### src/rtl/loom_scan_seq.sv
// AXI-Lite master sequencer that expands a capture/restore command into the scan controller's register transactions.
// Optional `LOOM_SCAN_SEQ_CHECK_LENGTH_EN` inserts a LENGTH read that aborts on a chain-length mismatch.
module loom_scan_seq #(
  parameter int CHAIN_LENGTH = 64,
  parameter int POLL_LIMIT   = 1024
) (
  input  logic        clk_i,
  input  logic        rst_ni,
  input  logic        cmd_valid_i,
  output logic        cmd_ready_o,
  input  logic        cmd_op_i,
  input  logic        din_valid_i,
  output logic        din_ready_o,
  input  logic [31:0] din_data_i,
  output logic        dout_valid_o,
  input  logic        dout_ready_i,
  output logic [31:0] dout_data_o,
  output logic        dout_last_o,
  output logic        done_o,
  output logic [1:0]  err_o,
  output logic        busy_o,
  output logic [11:0] m_axil_awaddr,
  output logic        m_axil_awvalid,
  input  logic        m_axil_awready,
  output logic [31:0] m_axil_wdata,
  output logic        m_axil_wvalid,
  input  logic        m_axil_wready,
  input  logic [1:0]  m_axil_bresp,
  input  logic        m_axil_bvalid,
  output logic        m_axil_bready,
  output logic [11:0] m_axil_araddr,
  output logic        m_axil_arvalid,
  input  logic        m_axil_arready,
  input  logic [31:0] m_axil_rdata,
  input  logic [1:0]  m_axil_rresp,
  input  logic        m_axil_rvalid,
  output logic        m_axil_rready
);

  localparam int N_WORDS = (CHAIN_LENGTH + 31) / 32;
  localparam int IDX_W   = (N_WORDS > 1) ? $clog2(N_WORDS) : 1;
  localparam int POLL_W  = $clog2(POLL_LIMIT + 1);

  localparam logic [IDX_W-1:0]  LAST_IDX    = IDX_W'(N_WORDS - 1);
  localparam logic [POLL_W-1:0] POLL_LAST   = POLL_W'(POLL_LIMIT - 1);
  localparam logic [11:0]       ADDR_STATUS = 12'h000;
  localparam logic [11:0]       ADDR_CTRL   = 12'h004;
  localparam logic [11:0]       ADDR_DATA   = 12'h010;
`ifdef LOOM_SCAN_SEQ_CHECK_LENGTH_EN
  localparam logic [11:0]       ADDR_LENGTH = 12'h008;
`endif

  typedef enum logic [2:0] {
    S_IDLE,
    S_LEN_RD,
    S_DATA_WR,
    S_CTRL_WR,
    S_POLL_RD,
    S_DATA_RD,
    S_CLR_WR,
    S_FIN
  } state_t;

  state_t              state_reg;
  logic                op_reg;
  logic [IDX_W-1:0]    idx_reg;
  logic [POLL_W-1:0]   poll_cnt_reg;
  logic                act_reg;
  logic                cmd_ready_reg;
  logic                busy_reg;
  logic                done_reg;
  logic [1:0]          err_reg;
  logic                din_ready_reg;
  logic                dout_valid_reg;
  logic [31:0]         dout_data_reg;
  logic                dout_last_reg;
  logic [11:0]         aw_addr_reg;
  logic                aw_valid_reg;
  logic [31:0]         w_data_reg;
  logic                w_valid_reg;
  logic                b_ready_reg;
  logic [11:0]         ar_addr_reg;
  logic                ar_valid_reg;
  logic                r_ready_reg;

  logic b_fire;
  logic r_fire;
  logic b_err;
  logic r_err;

  assign m_axil_rready = r_ready_reg && !dout_valid_reg;
  assign b_fire        = m_axil_bvalid && b_ready_reg;
  assign r_fire        = m_axil_rvalid && m_axil_rready;
  assign b_err         = (m_axil_bresp != 2'b00);
  assign r_err         = (m_axil_rresp != 2'b00);

  function automatic logic [11:0] data_addr(input logic [IDX_W-1:0] idx);
    return ADDR_DATA + (12'(idx) << 2);
  endfunction

  // act_reg marks the single outstanding AXI transaction of the current state.
  always_ff @(posedge clk_i) begin
    if (!rst_ni) begin
      state_reg      <= S_IDLE;
      op_reg         <= 1'b0;
      idx_reg        <= '0;
      poll_cnt_reg   <= '0;
      act_reg        <= 1'b0;
      cmd_ready_reg  <= 1'b0;
      busy_reg       <= 1'b0;
      done_reg       <= 1'b0;
      err_reg        <= 2'd0;
      din_ready_reg  <= 1'b0;
      dout_valid_reg <= 1'b0;
      dout_data_reg  <= '0;
      dout_last_reg  <= 1'b0;
      aw_addr_reg    <= '0;
      aw_valid_reg   <= 1'b0;
      w_data_reg     <= '0;
      w_valid_reg    <= 1'b0;
      b_ready_reg    <= 1'b0;
      ar_addr_reg    <= '0;
      ar_valid_reg   <= 1'b0;
      r_ready_reg    <= 1'b0;
    end else begin
      if (aw_valid_reg && m_axil_awready) aw_valid_reg <= 1'b0;
      if (w_valid_reg && m_axil_wready)   w_valid_reg  <= 1'b0;
      if (ar_valid_reg && m_axil_arready) ar_valid_reg <= 1'b0;
      if (b_fire)                         b_ready_reg  <= 1'b0;
      if (r_fire)                         r_ready_reg  <= 1'b0;
      done_reg <= 1'b0;

      case (state_reg)
        S_IDLE: begin
          cmd_ready_reg <= 1'b1;
          if (cmd_valid_i && cmd_ready_reg) begin
            cmd_ready_reg <= 1'b0;
            busy_reg      <= 1'b1;
            op_reg        <= cmd_op_i;
            idx_reg       <= '0;
            poll_cnt_reg  <= '0;
            err_reg       <= 2'd0;
`ifdef LOOM_SCAN_SEQ_CHECK_LENGTH_EN
            state_reg     <= S_LEN_RD;
            ar_addr_reg   <= ADDR_LENGTH;
            ar_valid_reg  <= 1'b1;
            r_ready_reg   <= 1'b1;
            act_reg       <= 1'b1;
`else
            if (cmd_op_i) begin
              state_reg     <= S_DATA_WR;
              din_ready_reg <= 1'b1;
            end else begin
              // Launch the CONTROL write right away so AW/W appear the cycle after accept.
              state_reg    <= S_CTRL_WR;
              aw_addr_reg  <= ADDR_CTRL;
              w_data_reg   <= 32'h1;
              aw_valid_reg <= 1'b1;
              w_valid_reg  <= 1'b1;
              b_ready_reg  <= 1'b1;
              act_reg      <= 1'b1;
            end
`endif
          end
        end

`ifdef LOOM_SCAN_SEQ_CHECK_LENGTH_EN
        S_LEN_RD: begin
          if (r_fire) begin
            act_reg <= 1'b0;
            if (r_err) begin
              state_reg <= S_FIN;
              done_reg  <= 1'b1;
              err_reg   <= 2'd1;
            end else if (m_axil_rdata != 32'(CHAIN_LENGTH)) begin
              state_reg <= S_FIN;
              done_reg  <= 1'b1;
              err_reg   <= 2'd3;
            end else if (op_reg) begin
              state_reg     <= S_DATA_WR;
              din_ready_reg <= 1'b1;
            end else begin
              state_reg <= S_CTRL_WR;
            end
          end
        end
`endif

        S_DATA_WR: begin
          if (!act_reg) begin
            if (din_valid_i && din_ready_reg) begin
              din_ready_reg <= 1'b0;
              aw_addr_reg   <= data_addr(idx_reg);
              w_data_reg    <= din_data_i;
              aw_valid_reg  <= 1'b1;
              w_valid_reg   <= 1'b1;
              b_ready_reg   <= 1'b1;
              act_reg       <= 1'b1;
            end
          end else if (b_fire) begin
            act_reg <= 1'b0;
            if (b_err) begin
              state_reg <= S_FIN;
              done_reg  <= 1'b1;
              err_reg   <= 2'd1;
            end else if (idx_reg == LAST_IDX) begin
              state_reg <= S_CTRL_WR;
              idx_reg   <= '0;
            end else begin
              idx_reg       <= idx_reg + IDX_W'(1);
              din_ready_reg <= 1'b1;
            end
          end
        end

        S_CTRL_WR: begin
          if (!act_reg) begin
            aw_addr_reg  <= ADDR_CTRL;
            w_data_reg   <= op_reg ? 32'h2 : 32'h1;
            aw_valid_reg <= 1'b1;
            w_valid_reg  <= 1'b1;
            b_ready_reg  <= 1'b1;
            act_reg      <= 1'b1;
          end else if (b_fire) begin
            act_reg <= 1'b0;
            if (b_err) begin
              state_reg <= S_FIN;
              done_reg  <= 1'b1;
              err_reg   <= 2'd1;
            end else begin
              state_reg <= S_POLL_RD;
            end
          end
        end

        S_POLL_RD: begin
          if (!act_reg) begin
            ar_addr_reg  <= ADDR_STATUS;
            ar_valid_reg <= 1'b1;
            r_ready_reg  <= 1'b1;
            act_reg      <= 1'b1;
          end else if (r_fire) begin
            act_reg <= 1'b0;
            if (r_err) begin
              state_reg <= S_FIN;
              done_reg  <= 1'b1;
              err_reg   <= 2'd1;
            end else if (m_axil_rdata[1]) begin
              state_reg <= op_reg ? S_CLR_WR : S_DATA_RD;
            end else if (poll_cnt_reg == POLL_LAST) begin
              state_reg <= S_FIN;
              done_reg  <= 1'b1;
              err_reg   <= 2'd2;
            end else begin
              poll_cnt_reg <= poll_cnt_reg + POLL_W'(1);
            end
          end
        end

        // The next DATA read waits until the previous word has left on dout.
        S_DATA_RD: begin
          if (dout_valid_reg) begin
            if (dout_ready_i) begin
              dout_valid_reg <= 1'b0;
              dout_last_reg  <= 1'b0;
              if (idx_reg == LAST_IDX) begin
                state_reg <= S_CLR_WR;
                idx_reg   <= '0;
              end else begin
                idx_reg <= idx_reg + IDX_W'(1);
              end
            end
          end else if (!act_reg) begin
            ar_addr_reg  <= data_addr(idx_reg);
            ar_valid_reg <= 1'b1;
            r_ready_reg  <= 1'b1;
            act_reg      <= 1'b1;
          end else if (r_fire) begin
            act_reg <= 1'b0;
            if (r_err) begin
              state_reg <= S_FIN;
              done_reg  <= 1'b1;
              err_reg   <= 2'd1;
            end else begin
              dout_data_reg  <= m_axil_rdata;
              dout_valid_reg <= 1'b1;
              dout_last_reg  <= (idx_reg == LAST_IDX);
            end
          end
        end

        S_CLR_WR: begin
          if (!act_reg) begin
            aw_addr_reg  <= ADDR_STATUS;
            w_data_reg   <= 32'h2;
            aw_valid_reg <= 1'b1;
            w_valid_reg  <= 1'b1;
            b_ready_reg  <= 1'b1;
            act_reg      <= 1'b1;
          end else if (b_fire) begin
            act_reg   <= 1'b0;
            state_reg <= S_FIN;
            done_reg  <= 1'b1;
            err_reg   <= b_err ? 2'd1 : 2'd0;
          end
        end

        S_FIN: begin
          state_reg     <= S_IDLE;
          busy_reg      <= 1'b0;
          cmd_ready_reg <= 1'b1;
        end

        default: state_reg <= S_IDLE;
      endcase
    end
  end

  assign cmd_ready_o    = cmd_ready_reg;
  assign busy_o         = busy_reg;
  assign done_o         = done_reg;
  assign err_o          = err_reg;
  assign din_ready_o    = din_ready_reg;
  assign dout_valid_o   = dout_valid_reg;
  assign dout_data_o    = dout_data_reg;
  assign dout_last_o    = dout_last_reg;
  assign m_axil_awaddr  = aw_addr_reg;
  assign m_axil_awvalid = aw_valid_reg;
  assign m_axil_wdata   = w_data_reg;
  assign m_axil_wvalid  = w_valid_reg;
  assign m_axil_bready  = b_ready_reg;
  assign m_axil_araddr  = ar_addr_reg;
  assign m_axil_arvalid = ar_valid_reg;

endmodule

### config.mk
export PLATFORM = sky130hd
export DESIGN_NAME = loom_scan_seq
export DESIGN_NICKNAME = d
export VERILOG_FILES = /design/src/rtl/loom_scan_seq.sv
export SDC_FILE = /design/constraint.sdc
export NUM_CORES = 1
export LEC_CHECK = 0
export CAP_MARGIN = 15
export CORE_ASPECT_RATIO = 1.5
export CORE_UTILIZATION = 32
export CTS_BUF_LIST = sky130_fd_sc_hd__clkbuf_8
export DETAILED_ROUTE_END_ITERATION = 12
export GPL_TIMING_DRIVEN = 0
export PLACE_DENSITY = 0.6
export SLEW_MARGIN = 20
export SYNTH_ARGS = -nofsm -noshare
export SYNTH_HDL_FRONTEND = slang
export SYNTH_SLANG_ARGS = --single-unit
### constraint.sdc
create_clock -name clk_i -period 5 [get_ports clk_i]
set_input_delay 1.5 -clock clk_i [delete_from_list [all_inputs] [get_ports clk_i]]
set_output_delay 1.5 -clock clk_i [all_outputs]
set_load 0.01 [all_outputs]
==> results.md, run 1 <==
* Hold/Removal Path Class: reg2reg
* Number of global-route vias before repair at 4,412
* Worst hold endpoint: m_axil_wdata[26]$_SDFFE_PN0P_
* Cts repair resizes at 0
* Worst EP arrival at 1890 ps
* Worst Path Required at 3500 ps
* Post-synthesis mux area share at 1.140%
* PortBufs at 158
* Cts bufs inserted at 9
* Max Transition Viols Final at 0
* Post-synthesis xor/xnor area fraction at 0.3989%
* PwrDens at 353.9 nW/um^2
* Core area at 13,470 um^2
* Die Y at 145.5 um
* Failing checks: DRC
* Post-DRT Antenna Nets at 0
* Flip-flop and latch area at 1962 um^2
* CTS root buf: clkbuf_8
* Crit Path Class: reg2out
* Synth unique cells at 65
* Area Growth Syn to Fin at 47.29%
* Max Fclk at 294.7 MHz
* Crit path max fanout at 10
* WL per Instance at 15.51 um
* Largest net degree at the start of global routing at 18
* Hold path start: m_axil_wdata[26]$_SDFFE_PN0P_
* Max_cap viols at 0
* Routed via count at 4,486
* First-pass GRT wire length at 22.76 mm
* Area occupied by multi-input gates at 2167 um^2
* Drt drc at 12
* R2R cell count at 6
* Post-synthesis simple-gate area fraction at 27.15%
* All-Layer GR Usage at 20.07%
* Synthesized area per cell at 7.999 um^2
* EDFF count, synth at 0
* Post-synth top cells: nand2_1 (122), dfxtp_1 (98), a21oi_1 (87)
* Status: finished, violations left
* Hold path depth at 2
* Synth top area share at 44.67%
* Worst R2R End: state_reg[2]$_SDFFE_PN0P_
* Initial core utilization at 32.61%
* Register area share after synthesis at 44.67%
* Drt total wl at 14.01 mm
* YS warnings at 0
* Placed cells at 888
* CTS clk-pin slew, worst paths at 100 ps
* Fillers at 1,369
* NumNets Final at 817
* Via-per-instance ratio at 4.968
* H-Tree Depth at 3
* Main synth FF type: dfxtp_1
* Post-layout util at 48.03%
* Critical path endpoint category: output port
* Slew HR at 56.36%
* Synthesized area at 4392 um^2
* Final cell count without fillers at 903
* Die Span X at 97.65 um
* Top-count cell post-synth: nand2_1
* Worst-case clock buffer depth at 2
* Post-synthesis async set-or-reset flop share at 0%
* CTS tree: built
* # rows at 52
* GR Overflow Total at 0
* Post-CTS Setup Repair Bufs at 0
* Worst slew pin tran at 647.8 ps
* Post-synthesis adder-cell area fraction at 0.2849%
* TNS Setup at 0 ps
* Final setup skew at 13.98 ps
* Compound-Gate Fraction of Synth Area at 18.66%
* Main combinational cell family by area after synthesis: simple AND/OR/NAND/NOR gates
* Critical R2R Launch: poll_cnt_reg[0]$_SDFFE_PN0P_
* Post-DP HPWL at 10.80 mm
* Final min period at 3394 ps
* Final setup vio count at 0
* Final hold violation count at 0
* Cts hold-fix bufs at 0
* Synth top area cells: dfxtp_1 (45%), nand2_1 (10%), a21oi_1 (9.9%), nand3_1 (4.6%), buf_4 (3.6%)
* # IOs at 180
* Period utilisation layout at 67.87%
* Layout cell share with drive strength beyond 1 at 8.232%
* CP startpoint kind: register
* Initial antenna violation count at 0
* Ant diodes at 0
* Total power at 2.289 mW
* 1st-pass router iterations at 8
* Leakage Power at 2.256 nW
* Max rail drop VDD at 169.4 uV
* Synth Instances at 549
* Synth Register Bits at 98
* Area leader, netlist: dfxtp_1
* RSZ-0062 raised after global routing: no
* RePlAce Congestion at 0.9061
* Worst-Skew Late Latency at 370 ps
* Die Footprint at 14,210 um^2
* FF-to-FF setup slack at 2850 ps
* Clock Sinks at 98
* Violation count after the first detailed-route iteration at 227
through the flow:
step / area, um^2 / hold WS [ps] / worst slack, ps
floorplan: 4463 / 454.5 / 2251
global placement: 6247 / 438.2 / 1401
detailed placement: 6247 / 445.3 / 1368
CTS: 6469 / 460.0 / 1550
global route: 6469 / 475.7 / 1447
finish: 6469 / 457.4 / 1606
worst max-delay path by stage:
stage | startpoint | end | slack, ps | cells past startpoint
floorplan | m_axil_rresp[1] | poll_cnt_reg[9]$_SDFFE_PN0P_ | 2250 | 6
global placement | m_axil_rvalid | dout_data_o[24]$_SDFFE_PN0P_ | 1400 | 6
detailed placement | m_axil_rvalid | dout_data_o[24]$_SDFFE_PN0P_ | 1370 | 6
CTS | dout_valid_o$_SDFFE_PN0P_ | m_axil_rready | 1550 | 3
global route | dout_valid_o$_SDFFE_PN0P_ | m_axil_rready | 1450 | 3
finish | dout_valid_o$_SDFFE_PN0P_ | m_axil_rready | 1610 | 3
per-layer routing:
layer / share of wire [%] / global-route usage (%) / vias up
li1: - / - / 2247
met1: 39 / 21.70 / 2062
met2: 51 / 36.38 / 152
met3: 7.3 / 5.812 / 25
met4: 2.8 / 7.955 / 0
met5: 0 / 0 / -
critical path, cell delays in order (launching register included):
cell and delay, ps:
dfxtp_1 450, clkbuf_1 440, nor2b_1 130, clkdlybuf4s50_1 510
cell usage in the layout (no fill, tap or decap), types with 2 or more instances in the layout:
cell / netlist / routed
buf_2: 12 / 12
and2_1: 2 / 2
a21oi_1: 87 / 87
nor3_1: 5 / 5
o22ai_1: 2 / 2
nand2_1: 122 / 122
nand3_1: 40 / 40
buf_4: 21 / 21
a22oi_1: 2 / 2
xnor2_1: 2 / 2
o21ai_0: 14 / 14
o211ai_1: 5 / 5
o211a_1: 3 / 3
clkbuf_1: 23 / 23
nand3b_1: 3 / 3
clkbuf_8: 0 / 9
nand3_2: 2 / 2
nand2b_1: 8 / 8
o31a_1: 3 / 3
nor2b_1: 5 / 5
a211oi_1: 3 / 3
inv_6: 0 / 3
nor2_1: 23 / 23
clkdlybuf4s50_1: 0 / 158
conb_1: 1 / 20
o31ai_1: 3 / 3
nor4b_1: 3 / 3
nand4b_1: 2 / 2
inv_1: 3 / 3
nor3b_1: 2 / 2
mux2i_1: 5 / 5
nand4_1: 4 / 4
bufinv_16: 0 / 2
or3_1: 7 / 7
dfxtp_1: 98 / 98
final cells by class:
class	count	area share [%]
Tap cell	162	3.133
Clock buffer	9	1.915
Multi-Input combinational cell	408	33.50
Clock inverter	6	1.509
Inverter	4	0.2321
Buffer	58	4.932
Sequential cell	98	30.33
Timing Repair Buffer	158	24.45
cells by family (layout without fill, tap and decap cells):
group / count (synthesis) / count (layout)
AOI/OAI and AO/OA: 137 / 137
xor gates and xnor gates: 2 / 2
adders and majority gates: 1 / 1
buffers and inverters: 62 / 235
DFF: 98 / 98
muxes: 5 / 5
other: 1 / 20
and+or+nand+nor: 243 / 243
power breakdown:
part | internal, mW | switching, mW
Clock | 0.288 | 0.295
Combinational | 0.335 | 0.463
Sequential | 0.844 | 0.0643
Note: power is estimated with default switching activity, not from simulation.
==> run 2, diff against run 1 <==
--- a/config.mk
+++ b/config.mk
@@ -11,7 +11,7 @@
 export CTS_BUF_LIST = sky130_fd_sc_hd__clkbuf_8
 export DETAILED_ROUTE_END_ITERATION = 12
 export GPL_TIMING_DRIVEN = 0
-export PLACE_DENSITY = 0.6
+export PLACE_DENSITY = 0.62
 export SLEW_MARGIN = 20
 export SYNTH_ARGS = -nofsm -noshare
 export SYNTH_HDL_FRONTEND = slang
==> constraint.sdc (replaced) <==
create_clock -name clk_i -period 2.9 [get_ports clk_i]
set_input_delay 0.87 -clock clk_i [delete_from_list [all_inputs] [get_ports clk_i]]
set_output_delay 0.87 -clock clk_i [all_outputs]
set_load 0.01 [all_outputs]
==> results.md, run 2 (synthesis gave the netlist of run 1 again) <==
* Drt drc at 20
* Cts bufs inserted at 9
* Total power at 3.836 mW
* Final min period at 2774 ps
* Max rail drop VDD at 279.0 uV
* Failing checks: DRC
* Ant diodes at 0
* Crit Path Class: reg2out
* # rows at 52
* Worst-Skew Late Latency at 380 ps
* CP startpoint kind: register
* WP buf/inv at 2
* Final setup vio count at 0
* Period utilisation layout at 95.66%
* Die Footprint at 14,210 um^2
* GR Overflow Total at 0
* Critical path's largest stage delay at 510 ps
* All-Layer GR Usage at 19.99%
* Drt total wl at 13.85 mm
* 1st-pass router iterations at 10
* Fillers at 1,376
* WL per Instance at 15.34 um
* Placed cells at 888
* Status: finished, violations left
* Core area at 13,470 um^2
* Number of global-route vias before repair at 4,590
* Max Transition Viols Final at 0
* Worst-case clock buffer depth at 2
* Routed via count at 4,487
* First-pass GRT wire length at 22.85 mm
* PwrDens at 595.3 nW/um^2
* Critical path endpoint category: output port
* CTS clk-pin slew, worst paths at 90 ps
* Initial antenna violation count at 0
* Post-DRT Antenna Nets at 0
* Leakage Power at 2.240 nW
* Slowest-stage cell, CP: clkdlybuf4s50_1
* FF-to-FF setup slack at 770 ps
* Worst slew pin tran at 613.3 ps
* Cts repair resizes at 0
* Area Growth Syn to Fin at 46.72%
* Area occupied by multi-input gates at 2167 um^2
* Max Fclk at 360.5 MHz
* Violation count after the first detailed-route iteration at 197
* Worst Path Required at 2030 ps
* Initial core utilization at 32.61%
* Top delay family on crit path: buffers and inverters
* Die Span X at 97.65 um
* Max_cap viols at 0
* CTS root buf: clkbuf_8
* Post-DP HPWL at 10.66 mm
* Via-per-instance ratio at 4.969
* Cts hold-fix bufs at 0
* Hold/Removal Path Class: reg2reg
* Clock Sinks at 98
* Final hold violation count at 0
* CTS tree: built
* Die Y at 145.5 um
* PortBufs at 158
* NumNets Final at 817
* Flip-flop and latch area at 1962 um^2
* Commonest non-fill, non-tap cell in the layout: clkdlybuf4s50_1
* Layout cell share with drive strength beyond 1 at 8.232%
* # IOs at 180
* Slew HR at 58.68%
* Final instance area at 6444 um^2
* Final cell count without fillers at 903
* Critical Path, Cell by Cell: clkbuf_1 -> nor2b_1 -> clkdlybuf4s50_1
* Most frequent cells in the layout: clkdlybuf4s50_1 (158), nand2_1 (122), dfxtp_1 (98), a21oi_1 (87), nand3_1 (40)
* Post-CTS Setup Repair Bufs at 0
* Worst EP arrival at 1900 ps
* Crit path max fanout at 10
* RePlAce Congestion at 0.9017
* RSZ-0062 raised after global routing: no
* DP Area at 6247 um^2
* H-Tree Depth at 3
* Final setup skew at 12.74 ps
* Largest net degree at the start of global routing at 18
[run 2: layer usage]
layer | vias up | global-route usage [%] | share of wire (%)
met3 | 21 | 5.956 | 7.9
met5 | - | 0 | 0
met4 | 0 | 8.333 | 2.7
li1 | 2243 | - | -
met2 | 175 | 36.60 | 51
met1 | 2048 | 21.04 | 38
[run 2: final timing paths]
path,start,endpoint,depth (start not counted)
max,dout_valid_o$_SDFFE_PN0P_,m_axil_rready,3
min,m_axil_wdata[17]$_SDFFE_PN0P_,m_axil_wdata[17]$_SDFFE_PN0P_,2
max reg2reg,poll_cnt_reg[0]$_SDFFE_PN0P_,state_reg[2]$_SDFFE_PN0P_,6
min reg2reg,m_axil_wdata[17]$_SDFFE_PN0P_,m_axil_wdata[17]$_SDFFE_PN0P_,2
[run 2: through the flow]
step           hold slack, ps  util [%]  TNS (ps)  worst slack, ps
2_1_floorplan           454.5         -         0            780.9
3_3_place_gp            438.0     46.39     -1651           -98.77
6_report                453.0     47.84         0            125.8
3_5_place_dp            444.6     46.39     -2313           -146.7
5_1_grt                 469.3     47.84         0            67.36
4_1_cts                 455.3     47.84         0            94.51
[run 2: cell type report]
type                            count  share of cell area (%)
Clock inverter                      6                   1.126
Tap cell                          162                   3.146
Sequential cell                    98                   30.45
Buffer                             58                   4.951
Inverter                            4                  0.2330
Clock buffer                        9                   1.922
Multi-Input combinational cell    408                   33.63
Timing Repair Buffer              158                   24.54
[run 2: where the power goes]
| group | total, mW | switching, mW | internal, mW |
|---|---|---|---|
| clock | 0.912 | 0.507 | 0.405 |
| sequential | 1.56 | 0.109 | 1.46 |
| combinational | 1.36 | 0.783 | 0.577 |
| total | 3.84 | 1.40 | 2.44 |
[run 2: worst min-delay path: stages, from the launching register on]
cell,delay [ps]
dfxtp_1,320
nand2_1,50
a21oi_1,50
==> run 3, diff against run 2 <==
--- a/config.mk
+++ b/config.mk
@@ -5,7 +5,6 @@
 export SDC_FILE = /design/constraint.sdc
 export NUM_CORES = 1
 export LEC_CHECK = 0
-export CAP_MARGIN = 15
 export CORE_ASPECT_RATIO = 1.5
 export CORE_UTILIZATION = 32
 export CTS_BUF_LIST = sky130_fd_sc_hd__clkbuf_8
==> results of run 3 <==
No change in the layout: final DEF, timing and power equal those of run 2.
